--- src/rtl/dm_hart_ctrl.sv ---
// Debug-module hart run-control: drives halt strobes and resume requests toward the core
// and reports dmstatus. Optional resethaltreq support via `define DM_RESETHALTREQ_EN.
module dm_hart_ctrl #(
    parameter int unsigned RETRY_CYCLES   = 16,
    parameter int unsigned TIMEOUT_CYCLES = 1024,
    parameter int unsigned CNT_WIDTH      = 11
) (
    input  logic clk_i,
    input  logic rst_i,
    input  logic dmactive_i,
    input  logic haltreq_i,
    input  logic resumereq_i,
    input  logic ackhavereset_i,
    input  logic setresethaltreq_i,
    input  logic clrresethaltreq_i,
    input  logic hart_reset_i,
    input  logic halted_i,
    output logic debug_strobe_o,
    output logic resume_req_o,
    output logic halted_o,
    output logic running_o,
    output logic resumeack_o,
    output logic havereset_o,
    output logic hasresethaltreq_o,
    output logic busy_o,
    output logic timeout_o
);

    typedef enum logic [1:0] {
        S_RUNNING,
        S_HALT_REQ,
        S_HALTED,
        S_RESUME_REQ
    } state_e;

    localparam logic [CNT_WIDTH-1:0] CNT_TIMEOUT    = CNT_WIDTH'(TIMEOUT_CYCLES - 1);
    localparam logic [CNT_WIDTH-1:0] CNT_RETRY      = CNT_WIDTH'(RETRY_CYCLES);
    localparam logic [CNT_WIDTH-1:0] CNT_RETRY_LAST = CNT_WIDTH'(RETRY_CYCLES - 1);
    localparam logic [CNT_WIDTH-1:0] CNT_MAX        = '1;

    state_e               state_q, state_d;
    logic [CNT_WIDTH-1:0] cnt_q, cnt_d, cnt_inc;
    logic                 strobe_q, strobe_d;
    logic                 resumeack_q, resumeack_d;
    logic                 havereset_q, havereset_d;
    logic                 timeout_q, timeout_d;
    logic                 rh_fire;       // reset-release halt request this cycle
    logic                 rh_pending_q;  // current HALT_REQ was started by resethaltreq

    assign cnt_inc = (cnt_q == CNT_MAX) ? cnt_q : cnt_q + 1'b1;

`ifdef DM_RESETHALTREQ_EN
    logic rh_latch_q, rh_latch_d;
    logic rh_pending_d;
    logic hart_reset_q;

    assign rh_fire           = rh_latch_q & hart_reset_q & ~hart_reset_i;
    assign hasresethaltreq_o = 1'b1;

    always_comb begin
        rh_latch_d = rh_latch_q;
        if (!dmactive_i) begin
            rh_latch_d = 1'b0;
        end else if (!hart_reset_i) begin
            if (setresethaltreq_i)      rh_latch_d = 1'b1;
            else if (clrresethaltreq_i) rh_latch_d = 1'b0;
        end
        // Pending survives only while we stay in the HALT_REQ it started.
        rh_pending_d = (state_d == S_HALT_REQ) &&
                       ((state_q == S_HALT_REQ) ? rh_pending_q : rh_fire);
    end

    always_ff @(posedge clk_i or posedge rst_i) begin
        if (rst_i) begin
            rh_latch_q   <= 1'b0;
            rh_pending_q <= 1'b0;
            hart_reset_q <= 1'b0;
        end else begin
            rh_latch_q   <= rh_latch_d;
            rh_pending_q <= rh_pending_d;
            hart_reset_q <= hart_reset_i;
        end
    end
`else
    logic unused_resethaltreq;

    assign rh_fire             = 1'b0;
    assign rh_pending_q        = 1'b0;
    assign hasresethaltreq_o   = 1'b0;
    assign unused_resethaltreq = setresethaltreq_i | clrresethaltreq_i;
`endif

    always_comb begin
        // NOTE: every signal gets a default first so no path leaves it unassigned (no latches).
        state_d     = state_q;
        cnt_d       = cnt_q;
        strobe_d    = 1'b0;
        resumeack_d = resumeack_q;
        havereset_d = havereset_q;
        timeout_d   = timeout_q;

        if (!dmactive_i) begin
            state_d     = S_RUNNING;
            cnt_d       = '0;
            resumeack_d = 1'b0;
            timeout_d   = 1'b0;
        end else if (hart_reset_i) begin
            state_d     = S_RUNNING;
            cnt_d       = '0;
            resumeack_d = 1'b0;
            havereset_d = 1'b1;
        end else begin
            if (ackhavereset_i) havereset_d = 1'b0;

            unique case (state_q)
                S_RUNNING: begin
                    if (halted_i) begin
                        state_d = S_HALTED;
                    end else if (haltreq_i || rh_fire) begin
                        state_d  = S_HALT_REQ;
                        cnt_d    = '0;
                        strobe_d = 1'b1;
                    end
                end
                S_HALT_REQ: begin
                    if (halted_i) begin
                        state_d = S_HALTED;
                    end else if (!(haltreq_i || rh_pending_q)) begin
                        state_d = S_RUNNING;
                    end else if (cnt_q == CNT_TIMEOUT) begin
                        state_d   = S_RUNNING;
                        timeout_d = 1'b1;
                    end else begin
                        cnt_d    = cnt_inc;
                        // Strobe is registered, so decide on the count the next cycle will hold.
                        strobe_d = ((cnt_inc % CNT_RETRY) == CNT_RETRY_LAST);
                    end
                end
                S_HALTED: begin
                    if (resumereq_i && !haltreq_i) begin
                        state_d     = S_RESUME_REQ;
                        resumeack_d = 1'b0;
                        cnt_d       = '0;
                    end else if (!halted_i) begin
                        state_d = S_RUNNING;
                    end
                end
                S_RESUME_REQ: begin
                    if (!halted_i) begin
                        state_d     = S_RUNNING;
                        resumeack_d = 1'b1;
                    end else if (cnt_q == CNT_TIMEOUT) begin
                        state_d   = S_HALTED;
                        timeout_d = 1'b1;
                    end else begin
                        cnt_d = cnt_inc;
                    end
                end
                default: state_d = S_RUNNING;
            endcase
        end
    end

    always_ff @(posedge clk_i or posedge rst_i) begin
        // NOTE: sequential state uses non-blocking assignments so all registers update together.
        if (rst_i) begin
            state_q     <= S_RUNNING;
            cnt_q       <= '0;
            strobe_q    <= 1'b0;
            resumeack_q <= 1'b0;
            havereset_q <= 1'b1;
            timeout_q   <= 1'b0;
        end else begin
            state_q     <= state_d;
            cnt_q       <= cnt_d;
            strobe_q    <= strobe_d;
            resumeack_q <= resumeack_d;
            havereset_q <= havereset_d;
            timeout_q   <= timeout_d;
        end
    end

    assign debug_strobe_o = strobe_q;
    assign resume_req_o   = (state_q == S_RESUME_REQ);
    assign halted_o       = (state_q == S_HALTED)  || (state_q == S_RESUME_REQ);
    assign running_o      = (state_q == S_RUNNING) || (state_q == S_HALT_REQ);
    assign busy_o         = (state_q == S_HALT_REQ) || (state_q == S_RESUME_REQ);
    assign resumeack_o    = resumeack_q;
    assign havereset_o    = havereset_q;
    assign timeout_o      = timeout_q;

endmodule

--- config.mk ---
export PLATFORM = sky130hd
export DESIGN_NAME = dm_hart_ctrl
export DESIGN_NICKNAME = d
export VERILOG_FILES = /design/src/rtl/dm_hart_ctrl.sv
export SDC_FILE = /design/constraint.sdc
export NUM_CORES = 1
export LEC_CHECK = 0
export ABC_AREA = 1
export ABC_CLOCK_PERIOD_IN_PS = 4100
export CAP_MARGIN = 20
export CORE_ASPECT_RATIO = 1.25
export CORE_MARGIN = 2
export CORE_UTILIZATION = 50
export CTS_CLUSTER_DIAMETER = 80
export CTS_CLUSTER_SIZE = 10
export DETAILED_ROUTE_END_ITERATION = 10
export HOLD_SLACK_MARGIN = 0.05
export PLACE_DENSITY_LB_ADDON = 0.25
export SKIP_CTS_REPAIR_TIMING = 1
export SLEW_MARGIN = 5
export SYNTH_ARGS = -nofsm -noshare
export SYNTH_HDL_FRONTEND = slang
export SYNTH_SLANG_ARGS = --single-unit
--- constraint.sdc ---
create_clock -name clk_i -period 4.1 [get_ports clk_i]
set_input_delay 0.82 -clock clk_i [delete_from_list [all_inputs] [get_ports clk_i]]
set_output_delay 0.82 -clock clk_i [all_outputs]
set_load 0.005 [all_outputs]
==> results of run 1 <==
## state kept, by name, summed over array words and instances, names as in the netlist
name / flops
timeout_o: 1
state_q: 2
havereset_o: 1
cnt_q: 11
debug_strobe_o: 1
resumeack_o: 1
## kinds of logic (layout without fill, tap and decap cells)
logic type                 count (synthesis)  in the layout  share of synthesized area, %
buffers and inverters                     33             47                          11.1
xor gates and xnor gates                   3              3                          2.02
and+or+nand+nor                          105            105                          41.9
adders and majority gates                  1              1                         0.963
AOI/OAI and AO/OA                         22             22                          10.9
other                                      1              1                         0.289
DFF                                       17             17                          32.9
## how the worst min path moves through the flow
stage                     start           to  slack, ns  cells after the start
floorplan           resumeack_o  resumeack_o       0.49                      2
global placement      timeout_o    timeout_o       0.48                      1
detailed placement    timeout_o    timeout_o       0.48                      1
CTS                   timeout_o    timeout_o       0.51                      1
global route          timeout_o    timeout_o       0.53                      1
finish                timeout_o    timeout_o       0.50                      1
## cells in the final DEF, fill, tap and decap left out, types with 3 or more instances in the layout
master	n
dfrtp_1	16
clkdlybuf4s50_1	15
nor2_1	17
nor2_8	3
nand2_1	44
nand3_1	21
nand2_2	3
inv_1	22
clkbuf_4	3
nand4_1	3
nor3_1	7
inv_2	5
o21ai_2	4
o21ai_0	10
## critical path, stage by stage, from the launching register on
cell	delay, ns
dfrtp_1	0.60
nand2_1	0.16
inv_1	0.10
clkdlybuf4s50_1	0.50
## area by class of cell
class / count / area, sq um / area share [%]
flip-flops and latches: 17 / 427 / 28.8
repair buffers: 15 / 150 / 10.1
multi-input cells: 132 / 728 / 49.2
inverters: 28 / 108 / 7.27
clock buffers: 4 / 26.3 / 1.78
well taps: 33 / 41.3 / 2.79
## routing by layer
layer / vias up / global-route usage, % / share of wire [%]
li1: 610 / - / -
met4: 0 / 10.7 / 2.0
met2: 24 / 39.4 / 53
met1: 567 / 22.7 / 43
met5: - / 0 / 0
met3: 6 / 1.48 / 2.2
## through the flow
step / worst slack, ns / total power [mW] / instance area (sq um) / utilization [%] / cells
6_report: 1.62 / 0.334 / 1480 / 60.4 / 229
5_1_grt: 1.51 / 0.349 / 1480 / 60.4 / 229
4_1_cts: 1.62 / 0.335 / 1480 / 60.4 / 229
3_5_place_dp: 1.57 / 0.245 / 1450 / 59.3 / 225
3_3_place_gp: 1.62 / 0.243 / 1450 / 59.3 / 225
2_1_floorplan: 2.29 / 0.223 / 1300 / - / 182
## power by group through the flow
stage | registers, mW | logic [mW] | clock network, mW
after floorplan | 0.179 | 0.0436 | 0
after global placement | 0.183 | 0.0601 | 0
after detailed placement | 0.183 | 0.0614 | 0
after CTS | 0.180 | 0.0619 | 0.0936
after global routing | 0.181 | 0.0682 | 0.100
final | 0.180 | 0.0614 | 0.0924
==> impl_metrics.toml, run 1 <==
[outcome]
status = "completed"

[worst_setup_path]
cp_max_fo = 12
cp-end-kind = "output pin"
reg2reg_to = "cnt_q[6]"
rr_startpoint = "cnt_q[0]"
path_class = "reg2out"
start_kind = "register"
cp-endpoint = "resume_req_o"
crit_start = "state_q[0]"
worstPathRequired_ns = 3.28
crit_arrival_ns = 1.66
reg2reg_slack_ns = 2.34
r2r_cells = 10

[power_and_ir_drop]
seqPwrFrac_pct = 54.0
intPower_mw = 0.236
power.leakage_nw = 0.687
switching_share_pct = 29.2
powerDensity_nw_per_um2 = 226
power.switching_mw = 0.0976
p_clk_share_pct = 27.7
irDropWorstVdd_mv = 0.191
power.share.combinational_pct = 18.4

[synth]
synthTopCellsByCount = "nand2_1, inv_1, nand3_1"
synth_nets = 193
postSynthAreaPerCell_sq_um = 7.14
synth_most_common_cell = "nand2_1"
synthTopCellsByArea = "dfrtp_1, nand2_1, nand3_1"
netlist_instances = 182
async_reset_ff_share_pct = 100
synthFlopType = "dfrtp_1"
ys_ff_latch = 17
yosys.area.top_type_share_pct = 30.8
netlist_area_sq_um = 1300
synth_top_area_cell = "dfrtp_1"
yosysSeqAreaShare_pct = 32.9
ys_types = 31
yosys_warnings = 0
synth_edf_count = 0

[sta]
period_share_pct = 60.5
grt_setup_unrepaired = "no"
fin_setup_tns_ns = 0
worst_slew_margin_rel_pct = 56.1
fin_hold_ws_ns = 0.505
setup_viol = 0
finalMaxSlewViolations = 0
fin_worst_skew_ns = 0.00525
worst_pin_slew_ns = 0.658
period_needed_ns = 2.48
fmax_mhz = 403
hold_viol_final = 0

[cells_and_area]
syn2layout_area_growth_pct = 14.0
drive_gt1_share_pct = 14.3
fillers = 250
diodes = 0
nets = 208

[die]
dieArea_sq_um = 3020
die_x_um = 49.6
core_sq_um = 2450
initial_utilization_pct = 53.0
ioPinCount = 19
placementRows = 20
die_h_um = 61.0

[detailed_routing]
avgRoutedWirePerCell_um = 12.2
drc = 0
drt-initial-drc-count = 30
drt_wl_total_um = 2790
via_per_inst = 5.27
vias = 1207
postRouteAntennaNets = 0
dr.pass1.iters = 4

[global_route]
grt_pass1_vias = 1171
grt_usage_pct = 20.5
gr-total-overflow = 0
antenna_found_initial = 0
grt_first_pass_wirelength_um = 4730
grt_max_degree = 18

[run]
drv_cap = 0

[cts]
cts_sinks = 17
cts_tree = "built"
path_clk_slew_ns = 0.10
clkLatencyLatePin_ns = 0.30
htree_levels = 1
clockBufferDepth = 2
cts_root_buf = "clkbuf_4"
cts_buffers = 3

[placement]
port-buffer-count = 15
gp_congestion = 0.846
hpwl_um = 2190

[worst_hold_path]
hold_class = "reg2reg"
Power figures use the tool's default switching activity.
==> run 2: changes to the inputs <==
Settings changed: ABC_CLOCK_PERIOD_IN_PS 4100 to 2050, CORE_UTILIZATION 50 to 48.
Clock period 4.1 ns to 2.05 ns, I/O delays scaled along.
==> run 2 against run 1 <==
Sequential share of layout area decreased by 0.46 points. Count of clock-buffer cells in the layout stayed put. Global-route usage is 0.49 points higher. Cell count is 1.7% higher. First-iteration DRC count is 13% lower. Final area up 1.6%. Sequential cell count unchanged. Clock power rose by 98%. Register-to-register slack worse by 2.1 ns. Setup slack worse by 1.5 ns. Total power is 100% higher. Largest cell class unchanged.
==> impl_metrics.toml, run 2 (same netlist as run 1, synthesis figures left out) <==
[outcome]
status = "completed"

[detailed_routing]
drt_wl_total_um = 2820
avgRoutedWirePerCell_um = 12.1
dr.pass1.iters = 4
vias = 1237
drc = 0
drt-initial-drc-count = 26
postRouteAntennaNets = 0
via_per_inst = 5.31

[die]
dieArea_sq_um = 3140
core_sq_um = 2630
die_h_um = 62.2
initial_utilization_pct = 49.4
placementRows = 21
ioPinCount = 19
die_x_um = 50.5

[cts]
clockBufferDepth = 2
path_clk_slew_ns = 0.09
cts_sinks = 17
clkLatencyLatePin_ns = 0.29
cts_tree = "built"
cts_buffers = 3
htree_levels = 1
cts_root_buf = "clkbuf_4"

[cells_and_area]
fillers = 259
drive_gt1_share_pct = 15.6
reg_top3 = "cnt_q x11, state_q x2"
final_cell_mix = "nand2_1, inv_1, nand3_1"
final_cells = 233
syn2layout_area_growth_pct = 15.8
largest_reg_flops = 11
mostFrequentLayoutCell = "nand2_1"
diodes = 0
largest_register = "cnt_q"
final_util_pct = 57.2
nets = 211

[run]
drv_cap = 0

[sta]
period_share_pct = 93.6
hold_viol_final = 0
setup_viol = 0
grt_setup_unrepaired = "no"
fin_hold_ws_ns = 0.508
fin_setup_tns_ns = 0
worst_slew_margin_rel_pct = 53.9
finalMaxSlewViolations = 0
fmax_mhz = 521
period_needed_ns = 1.92
fin_worst_skew_ns = 0.000868
worst_pin_slew_ns = 0.691

[global_route]
grt_usage_pct = 21.0
antenna_found_initial = 0
gr-total-overflow = 0
grt_pass1_vias = 1213
grt_first_pass_wirelength_um = 5090
grt_max_degree = 18

[power_and_ir_drop]
powerDensity_nw_per_um2 = 447
power.leakage_nw = 0.702
power_mw = 0.673
irDropWorstVdd_mv = 0.372

[placement]
hpwl_um = 2310
gp_congestion = 0.854
port-buffer-count = 15
numPlacedInstances = 229

[worst_setup_path]
crit_arrival_ns = 1.51
start_kind = "register"
cp_max_fo = 7
worstPathRequired_ns = 1.64
path_class = "reg2out"
cp-end-kind = "output pin"

[worst_hold_path]
hold_class = "in2async"
==> run 2: cell types whose count changed in the layout (fill, tap and decap cells not counted) <==
cell   delta
buf_4     +3
==> run 2: final cells by class <==
type / count / area (sq um) / area share (%)
well taps: 34 / 42.5 / 2.83
multi-input cells: 132 / 728 / 48.4
inverters: 28 / 108 / 7.15
repair buffers: 18 / 173 / 11.5
flip-flops and latches: 17 / 427 / 28.4
clock buffers: 4 / 26.3 / 1.75
==> run 2: worst max-delay path, cell delays in order (launching register included) <==
cell,delay (ns)
dfrtp_1,0.47
inv_1,0.20
clkdlybuf4s50_1,0.54
==> run 2: final timing paths <==
check | startpoint | end | slack (ns) | cells past startpoint
min in group clk_i | timeout_o | timeout_o | 0.51 | 1
worst max register to register | cnt_q[0] | cnt_q[4] | 0.29 | 10
max in group asynchronous | rst_i | debug_strobe_o | 1.10 | 2
worst min-delay path | rst_i | timeout_o | 0.51 | 2
worst max-delay path | state_q[1] | running_o | 0.13 | 2
worst min register to register | timeout_o | timeout_o | 0.51 | 1
==> run 2: through the flow <==
stage               area (sq um)  setup WS, ns
floorplan                   1300         0.512
global placement            1480         0.154
detailed placement          1480        0.0774
CTS                         1500         0.129
global route                1500        0.0682
finish                      1500         0.131
==> run 2: routing by layer <==
metal / wire length, um / share of wire, % / track usage, %
met2: 1500 / 53 / 35.5
met1: 1170 / 42 / 24.1
met4: 83 / 2.9 / 12.5
met3: 64 / 2.3 / 3.61
met5: 0 / 0 / 0
==> run 2: where the power goes <==
group	switching (mW)	total [mW]	internal [mW]
clock network	0.107	0.183	0.0759
registers	0.0113	0.356	0.345
logic	0.0761	0.134	0.0575
==> run 3: changes to the inputs <==
Settings changed: ABC_CLOCK_PERIOD_IN_PS 2050 to not set, CORE_UTILIZATION 48 to 50, DONT_BUFFER_PORTS set to 1, SETUP_SLACK_MARGIN set to 0.02.
==> run 3 against run 2 <==
Critical path depth rose by 8. First-iteration DRC count fell by 7.7%. Core utilization fell by 2.7 points. Cell count fell by 7.7%.
==> impl_metrics.toml, run 3 (same netlist as run 1, synthesis figures left out) <==
[cells_and_area]
final_cell_area_sq_um = 1340
drive_gt1_share_pct = 15.9
final_cell_mix = "nand2_1, inv_1, nand3_1"
nets = 194
mostFrequentLayoutCell = "nand2_1"
final_cells = 215
final_util_pct = 54.5
reg_top3 = "cnt_q x11, state_q x2"
diodes = 0
syn2layout_area_growth_pct = 2.99
largest_reg_flops = 11
largest_register = "cnt_q"

[worst_setup_path]
crit_arrival_ns = 1.94
critPathTopFamily = "simple AND/OR/NAND/NOR gates"
path_class = "reg2reg"
rr_startpoint = "cnt_q[0]"
start_kind = "register"
cp-end-kind = "register"
crit_buf_inv = 1
cp_max_fo = 8
critPathMaxStageDelay_ns = 0.46
worstPathRequired_ns = 2.25
reg2reg_to = "cnt_q[8]"
reg2reg_slack_ns = 0.31
worst-path-stages = 10
cpMostUsedCell = "nor2_2"
crit_path_cell_trace = "ha_1 -> nand2_2 -> nor2_8 -> nand3_4 -> nor2_2 -> nor2_2 -> nand2_4 -> inv_4 -> nand2_1 -> o21ai_2"
r2r_cells = 10
slowest_stage = "dfrtp_1"

[power_and_ir_drop]
irDropWorstVdd_mv = 0.399
power.leakage_nw = 0.636
power_mw = 0.634
powerDensity_nw_per_um2 = 474

[sta]
fin_setup_tns_ns = 0
worst_slew_margin_rel_pct = 53.5
fmax_mhz = 576
finalWorstSetupSlack_ns = 0.314
hold_viol_final = 0
fin_worst_skew_ns = 0.00653
period_share_pct = 84.7
period_needed_ns = 1.74
finalMaxSlewViolations = 0
fin_hold_ws_ns = 0.0962
worst_pin_slew_ns = 0.696
grt_setup_unrepaired = "no"
setup_viol = 0

[placement]
hpwl_um = 2090
pre_cts_slack_ns = 0.305
gp_congestion = 0.821
dpl_cell_area_sq_um = 1310
numPlacedInstances = 211
port-buffer-count = 0

[detailed_routing]
dr.pass1.iters = 4
drc = 0
via_per_inst = 5.36
vias = 1153
avgRoutedWirePerCell_um = 12.3
drt_wl_total_um = 2650
postRouteAntennaNets = 0
drt-initial-drc-count = 24

[cts]
htree_levels = 1
cts_tree = "built"
path_clk_slew_ns = 0.10
cts_buffers = 3
clkLatencyLatePin_ns = 0.30
clockBufferDepth = 2
cts_sinks = 17
cts_root_buf = "clkbuf_4"

[die]
dieArea_sq_um = 3020
core_sq_um = 2450
die_x_um = 49.6
placementRows = 20
die_h_um = 61.0
ioPinCount = 19
initial_utilization_pct = 53.0

[global_route]
grt_pass1_vias = 1157
grt_max_degree = 18
grt_usage_pct = 20.0
antenna_found_initial = 0
gr-total-overflow = 0
grt_first_pass_wirelength_um = 4650

[outcome]
status = "completed"

[run]
drv_cap = 0

[worst_hold_path]
hold_class = "in2async"
-- run 3: layout make-up --
cell class / instances / area (sq um)
multi-input cells: 132 / 728
fillers: 240 / 1110
clock buffers: 4 / 26.3
inverters: 28 / 108
repair buffers: 1 / 7.51
well taps: 33 / 41.3
flip-flops and latches: 17 / 427
-- run 3: per-layer routing --
metal	track usage (%)	vias to the layer above	wire, um
li1	-	581	-
met1	22.6	527	1090
met2	37.1	36	1360
met3	2.22	9	121
met4	11.1	0	75
met5	0	-	0
-- run 3: how the worst max path moves through the flow --
stage	startpoint	to	slack, ns
3_5_place_dp	cnt_q[0]	cnt_q[8]	0.30
2_1_floorplan	cnt_q[0]	cnt_q[4]	0.51
4_1_cts	cnt_q[0]	cnt_q[8]	0.28
3_3_place_gp	cnt_q[0]	cnt_q[6]	0.34
5_1_grt	cnt_q[0]	cnt_q[8]	0.13
6_report	cnt_q[0]	cnt_q[8]	0.31
-- run 3: report_power, final --
part / leakage, nW / switching [mW] / total, mW / internal, mW
combinational: 0.388 / 0.0651 / 0.0924 / 0.0273
clock: 0.0150 / 0.108 / 0.184 / 0.0759
sequential: 0.232 / 0.0120 / 0.357 / 0.345
total: 0.636 / 0.185 / 0.634 / 0.448
